--- config.mk ---
export PLATFORM = sky130hd
export DESIGN_NAME = riscv_store_unit
export DESIGN_NICKNAME = d
export VERILOG_FILES = /design/src/rtl/riscv_store_unit_pkg.sv /design/src/rtl/riscv_store_unit_merge.sv /design/src/rtl/riscv_store_unit.sv
export SDC_FILE = /design/constraint.sdc
export NUM_CORES = 1
export LEC_CHECK = 0
export BUFFER_PORTS_ARGS = -buffer_cell sky130_fd_sc_hd__buf_4
export CAP_MARGIN = 5
export CORE_MARGIN = 10
export CORE_UTILIZATION = 53
export CTS_CLUSTER_SIZE = 20
export DETAILED_ROUTE_END_ITERATION = 12
export PLACE_DENSITY = 0.95
export SETUP_SLACK_MARGIN = 0.2
export SYNTH_ARGS = -nofsm -noshare
export SYNTH_HDL_FRONTEND = slang
export SYNTH_SLANG_ARGS = --single-unit
--- constraint.sdc ---
create_clock -name clk -period 2.65 [get_ports clk]
set_input_delay 0.3975 -clock clk [delete_from_list [all_inputs] [get_ports clk]]
set_output_delay 0.3975 -clock clk [all_outputs]
set_load 0.01 [all_outputs]
--- src/rtl/riscv_store_unit_pkg.sv ---
// Shared store-path definitions: width selector, store FSM states, lane masks.
package riscv_store_unit_pkg;

    // Width selector shared with the load path; the _SEXT flavours only matter for loads.
    typedef enum logic [2:0] {
        MASK_X      = 3'd0,
        MASK_B      = 3'd1,
        MASK_H      = 3'd2,
        MASK_B_SEXT = 3'd3,
        MASK_H_SEXT = 3'd4
    } mask_sel_e;

    typedef enum logic [2:0] {
        ST_IDLE  = 3'd0,
        ST_READ  = 3'd1,
        ST_MERGE = 3'd2,
        ST_WRITE = 3'd3,
        ST_ERR   = 3'd4
    } store_state_e;

    // Lane masks, positioned at lane 0 and shifted into place by the merge.
    localparam logic [31:0] RG_SB_MASK = 32'h0000_00FF;
    localparam logic [31:0] RG_SH_MASK = 32'h0000_FFFF;

    // A request is refused when its width does not fit its alignment, or the selector is undefined.
    function automatic logic store_rejected(mask_sel_e sel, logic [1:0] lane);
        case (sel)
            MASK_X:              return lane != 2'b00;
            MASK_B, MASK_B_SEXT: return 1'b0;
            MASK_H, MASK_H_SEXT: return lane[0];
            default:             return 1'b1;
        endcase
    endfunction

endpackage

--- src/rtl/riscv_store_unit_merge.sv ---
// Combinational byte/half insertion into a previously read RAM word.
module riscv_store_merge
    import riscv_store_unit_pkg::*;
(
    input  logic [31:0] old_word,
    input  logic [31:0] new_data,
    input  logic [1:0]  lane,
    input  logic        is_half,
    output logic [31:0] merged
);
    logic [31:0] mask;
    logic [31:0] ins;
    logic [4:0]  sh;

    // Position the low bits of the store data at the addressed lane; keep everything else.
    always_comb begin
        sh   = is_half ? {lane[1], 4'b0000} : {lane, 3'b000};
        mask = (is_half ? RG_SH_MASK : RG_SB_MASK) << sh;
        ins  = new_data << sh;
        merged = (old_word & ~mask) | (ins & mask);
    end

endmodule

--- src/rtl/riscv_store_unit.sv ---
// Store unit for a word-wide RAM without byte enables: SW writes directly,
// SB/SH do read-modify-write. All RAM strobes and status pulses are flops.
module riscv_store_unit
    import riscv_store_unit_pkg::*;
#(
    parameter int WORD_LENGTH = 32,
    parameter int ADDR_WIDTH  = 32
) (
    input  logic                   clk,
    input  logic                   rst,
    input  logic                   req_valid,
    output logic                   req_ready,
    input  logic [ADDR_WIDTH-1:0]  req_addr,
    input  logic [WORD_LENGTH-1:0] req_data,
    input  mask_sel_e              req_mask_sel,
    output logic [ADDR_WIDTH-1:0]  ram_addr,
    output logic                   ram_rd_en,
    input  logic [WORD_LENGTH-1:0] ram_rd_data,
    output logic                   ram_wr_en,
    output logic [WORD_LENGTH-1:0] ram_wr_data,
    output logic                   done,
    output logic                   misaligned
);
    store_state_e           state_q, state_d;
    logic [ADDR_WIDTH-1:0]  ram_addr_q, ram_addr_d;
    logic [WORD_LENGTH-1:0] data_q, data_d;
    logic [WORD_LENGTH-1:0] wr_data_q, wr_data_d;
    mask_sel_e              mask_sel_q, mask_sel_d;
    logic [1:0]             lane_q, lane_d;
    logic                   rd_en_q, rd_en_d;
    logic                   wr_en_q, wr_en_d;
    logic                   done_q, done_d;
    logic                   mis_q, mis_d;
    logic                   is_half;
    logic [WORD_LENGTH-1:0] merged;

    assign is_half = (mask_sel_q == MASK_H) || (mask_sel_q == MASK_H_SEXT);

    riscv_store_merge u_merge (
        .old_word (ram_rd_data),
        .new_data (data_q),
        .lane     (lane_q),
        .is_half  (is_half),
        .merged   (merged)
    );

    // Next-state and registered-strobe decode; strobes are computed for the state being entered.
    always_comb begin
        state_d    = state_q;
        ram_addr_d = ram_addr_q;
        data_d     = data_q;
        wr_data_d  = wr_data_q;
        mask_sel_d = mask_sel_q;
        lane_d     = lane_q;
        rd_en_d    = 1'b0;
        wr_en_d    = 1'b0;
        done_d     = 1'b0;
        mis_d      = 1'b0;
        case (state_q)
            ST_IDLE: begin
                if (req_valid) begin
                    ram_addr_d = {req_addr[ADDR_WIDTH-1:2], 2'b00};
                    data_d     = req_data;
                    mask_sel_d = req_mask_sel;
                    lane_d     = req_addr[1:0];
                    if (store_rejected(req_mask_sel, req_addr[1:0])) begin
                        state_d = ST_ERR;
                        mis_d   = 1'b1;
                    end else if (req_mask_sel == MASK_X) begin
                        state_d   = ST_WRITE;
                        wr_data_d = req_data;
                        wr_en_d   = 1'b1;
                        done_d    = 1'b1;
                    end else begin
                        state_d = ST_READ;
                        rd_en_d = 1'b1;
                    end
                end
            end
            ST_READ:  state_d = ST_MERGE;
            ST_MERGE: begin
                // ram_rd_data is valid now, one cycle after the read strobe.
                wr_data_d = merged;
                state_d   = ST_WRITE;
                wr_en_d   = 1'b1;
                done_d    = 1'b1;
            end
            default:  state_d = ST_IDLE;
        endcase
    end

    // State and output registers; reset aborts any in-flight store before it writes.
    always_ff @(posedge clk) begin
        if (rst) begin
            state_q    <= ST_IDLE;
            ram_addr_q <= '0;
            data_q     <= '0;
            wr_data_q  <= '0;
            mask_sel_q <= MASK_X;
            lane_q     <= 2'b00;
            rd_en_q    <= 1'b0;
            wr_en_q    <= 1'b0;
            done_q     <= 1'b0;
            mis_q      <= 1'b0;
        end else begin
            state_q    <= state_d;
            ram_addr_q <= ram_addr_d;
            data_q     <= data_d;
            wr_data_q  <= wr_data_d;
            mask_sel_q <= mask_sel_d;
            lane_q     <= lane_d;
            rd_en_q    <= rd_en_d;
            wr_en_q    <= wr_en_d;
            done_q     <= done_d;
            mis_q      <= mis_d;
        end
    end

    assign req_ready   = (state_q == ST_IDLE);
    assign ram_addr    = ram_addr_q;
    assign ram_rd_en   = rd_en_q;
    assign ram_wr_en   = wr_en_q;
    assign ram_wr_data = wr_data_q;
    assign done        = done_q;
    assign misaligned  = mis_q;

endmodule
==> out/results.md <==
* **critical path's slowest cell** xnor2_4
* **most frequent cells in the layout** buf_4, nand2_1, a21oi_1, dfxtp_1
* **portion of synthesized cell area occupied by the leading cell type** 39.32%
* **Fill cells** 615
* **final instance area** 0.005992 mm^2
* **fraction of final layout cells sized beyond drive strength 1** 31.06%
* **number of nets in the finished design** 815
* **effective utilization at floorplan** 54.88%
* **number of resized instances in the post-cts repair step** 0
* **max-slew violation count** 0
* **gate count of the mapped netlist** 585
* **number of cells traversed by the worst register-to-register path** 4
* **Worst Path Max Fanout** 28
* **largest area contributor in the netlist** dfxtp_1
* **final WL** 15,090 um
* **global placement routability congestion** 0.9130
* **origin of the critical flop-to-flop path** mask_sel_q[2]
* **Critical Path RT** 2.92 ns
* **horizontal die dimension** 112.5 um
* **placed inst area** 0.005748 mm^2
* **final worst path period share** 76.27%
* **r2r endpoint** ram_wr_data[0]
* **row count** 33
* **post-route minimum period** 2.021 ns
* **final setup violating endpoints** 0
* **fmax** 0.4948 GHz
* **cells along the critical path** xnor2_4, a2bb2oi_2, nand3_1, a311oi_2
* **Hold Path Class** input pin to flop
* **synthesis-to-layout area growth** 32.22%
* **root cell of the clock tree** clkbuf_8
* **DRT antenna net count** 0
* **Pre-Repair DR Iteration Count** 5
* **cell family with most CP delay** XOR/XNOR gates
* **final global-route overflow total** 0
* **IR Drop Worst-Case VDD** 0.0004047 V
* **Main synth FF type** dfxtp_1
* **area of the multi-input gates** 0.002366 mm^2
* **number of antenna violations at the first check in global routing** 0
* **crit path from** mask_sel_q[2]
* **number of buffers inserted during clock tree synthesis** 9
* **XOR/XNOR share of the synthesized area** 0.9663%
* **number of flops mapped to enable cells by yosys** 0
* **Die Outline Area** 0.01265 mm^2
* **diodes inserted** 0
* **H-Tree Depth** 3
* **core box area** 0.008258 mm^2
* **DR vias** 4,870
* **transition at the pin with the smallest max-transition slack** 0.8065 ns
* **CP bufs+invs** 0
* **I/O pin total** 171
* **Async S/R FF share, synth** 0%
* **detailed router's first-iteration violation count** 414
* **setup repair bufs after CTS** 0
* **cell area after synthesis** 0.004532 mm^2
* **quantity of I/O buffers inserted on ports** 168
* **status** complete, no violations
* **mux share of post-synthesis cell area** 0%
* **count of hold buffers inserted by post-cts repair** 0
* **hold violation total from the final report** 0
* **summed negative setup slack over all endpoints** 0 ns
* **commonest non-fill, non-tap cell in the layout** buf_4
* **pin count of the biggest net entering global routing** 58
* **Critical Setup Path Class** flop to flop
* **core utilization of the finished layout** 72.56%
* **simple-gate area share of the yosys netlist** 18.91%
* **type of destination of the critical path** flop
* **fraction of the mapped netlist area in compound gates** 31.89%
* **sort of element at the start of the critical path** flop
* **Avg Inst Size Synth** 7.747 um^2
* **number of vias per cell after detailed routing** 5.917
* **share of the yosys chip area belonging to registers** 39.32%
* **maximum buffer depth of the clock tree** 2
* **timing endpoint of the critical path** ram_wr_data[0]
* **CTS tree** done
* **wire length of the first global-routing pass** 24,220 um
* **distinct cell type count after synthesis** 44
* **clock transition at the register clock pins on the worst setup and hold paths after CTS** 0.09 ns
* **combinational family with the most area after synthesis** compound AO/OA/AOI/OAI gates
* **top cells by area in the synthesized netlist** dfxtp_1, a21oi_1, nand2_1
* **Leak** 2.539 nW
* **post-detail-place hpwl** 11,270 um
* **slack of the worst reg-to-reg path** 0.63 ns
* **number of design rule violations left after detail routing** 0
* **mean routed wirelength per cell** 18.34 um
* **Yosys reg bits** 89
* **WP data arrival** 2.29 ns
* **later-pin clock latency in the skew report** 0.36 ns
* **slowest stage delay, CP** 0.70 ns
* **synthesized-area fraction occupied by adder cells** 0%
* **clk sink count** 89
* **number of global-route vias before repair** 4,877
* **worst max-slew margin expressed relative to the limit** 46.23%
* **Yosys warnings** 0
* **die outline height** 112.5 um
* **Crit path depth** 4
* **P per Cell Area** 602.4 mW/mm^2
* **storage element area** 0.001782 mm^2
* **max capacitance violation total** 0
* **overall global routing resource usage** 22.75%
* **Clock Skew** 0.01338 ns
* **setup repair after global routing missed its margin** no
-- how the worst min path moves through the flow --
| stage | from | endpoint | slack (ns) | cells past startpoint |
|---|---|---|---|---|
| 2_1_floorplan | data_q[14] | data_q[14] | 0.45 | 2 |
| 3_3_place_gp | ram_addr[7] | ram_addr[7] | 0.44 | 2 |
| 3_5_place_dp | ram_addr[9] | ram_addr[9] | 0.45 | 2 |
| 4_1_cts | req_addr[3] | ram_addr[3] | 0.27 | 3 |
| 5_1_grt | req_addr[7] | ram_addr[7] | 0.27 | 3 |
| 6_report | req_addr[3] | ram_addr[3] | 0.28 | 3 |
-- cell type report --
class / instances / area share, %
repair buffers: 181 / 22.89
clock buffers: 11 / 2.360
flip-flops and latches: 89 / 29.73
clock inverters: 5 / 1.712
well taps: 105 / 2.193
inverters: 26 / 1.629
multi-input cells: 406 / 39.49
-- metrics by stage --
step	std cells	setup WS [ns]	hold WS, ns	total power [mW]
final	823	0.6289	0.2805	3.609
after global routing	823	0.5140	0.2740	3.770
after CTS	823	0.6904	0.2688	3.620
after detailed placement	807	0.7006	0.4472	2.496
after global placement	807	0.8034	0.4427	2.456
after floorplan	586	1.092	0.4484	2.116
-- worst min-delay path: cells and delay by family --
kind                   cells  cell delay [ns]
AOI/OAI and AO/OA          1             0.05
buffers and inverters      1             0.11
and+or+nand+nor            1             0.04
-- cells by family after synthesis --
group,after synthesis
AOI/OAI and AO/OA,207
xor gates and xnor gates,2
buffers and inverters,91
DFF,89
other,1
and+or+nand+nor,195
-- per-layer routing --
metal,up-vias,global-route usage [%],wire length [um]
li1,2309,-,-
met1,2207,25.38,5572
met2,305,37.47,7008
met3,49,10.33,2057
met4,0,8.122,454
met5,-,0,0
-- cells in the mapped netlist, types with 9 or more instances --
cell type  number
a21oi_1        92
a311oi_1       10
a31oi_1        33
buf_2          17
clkbuf_1       40
dfxtp_1        89
inv_1          26
nand2_1       103
nand3_1        32
nor2_1         33
o21ai_0         9
-- report_power, final --
| group | internal (mW) | switching [mW] | leakage (nW) |
|---|---|---|---|
| combinational | 0.407 | 0.515 | 1.69 |
| clock | 0.651 | 0.484 | 0.120 |
| sequential | 1.45 | 0.103 | 0.728 |
| total | 2.51 | 1.10 | 2.54 |
-- flip-flops by register name, indices dropped and copies added, names as in the netlist --
name / cells
ram_addr: 30
ram_rd_en: 1
lane_q: 2
data_q: 16
misaligned: 1
mask_sel_q: 3
done: 1
ram_wr_data: 32
state_q: 3
No activity file was read; power rests on OpenSTA's default activity.
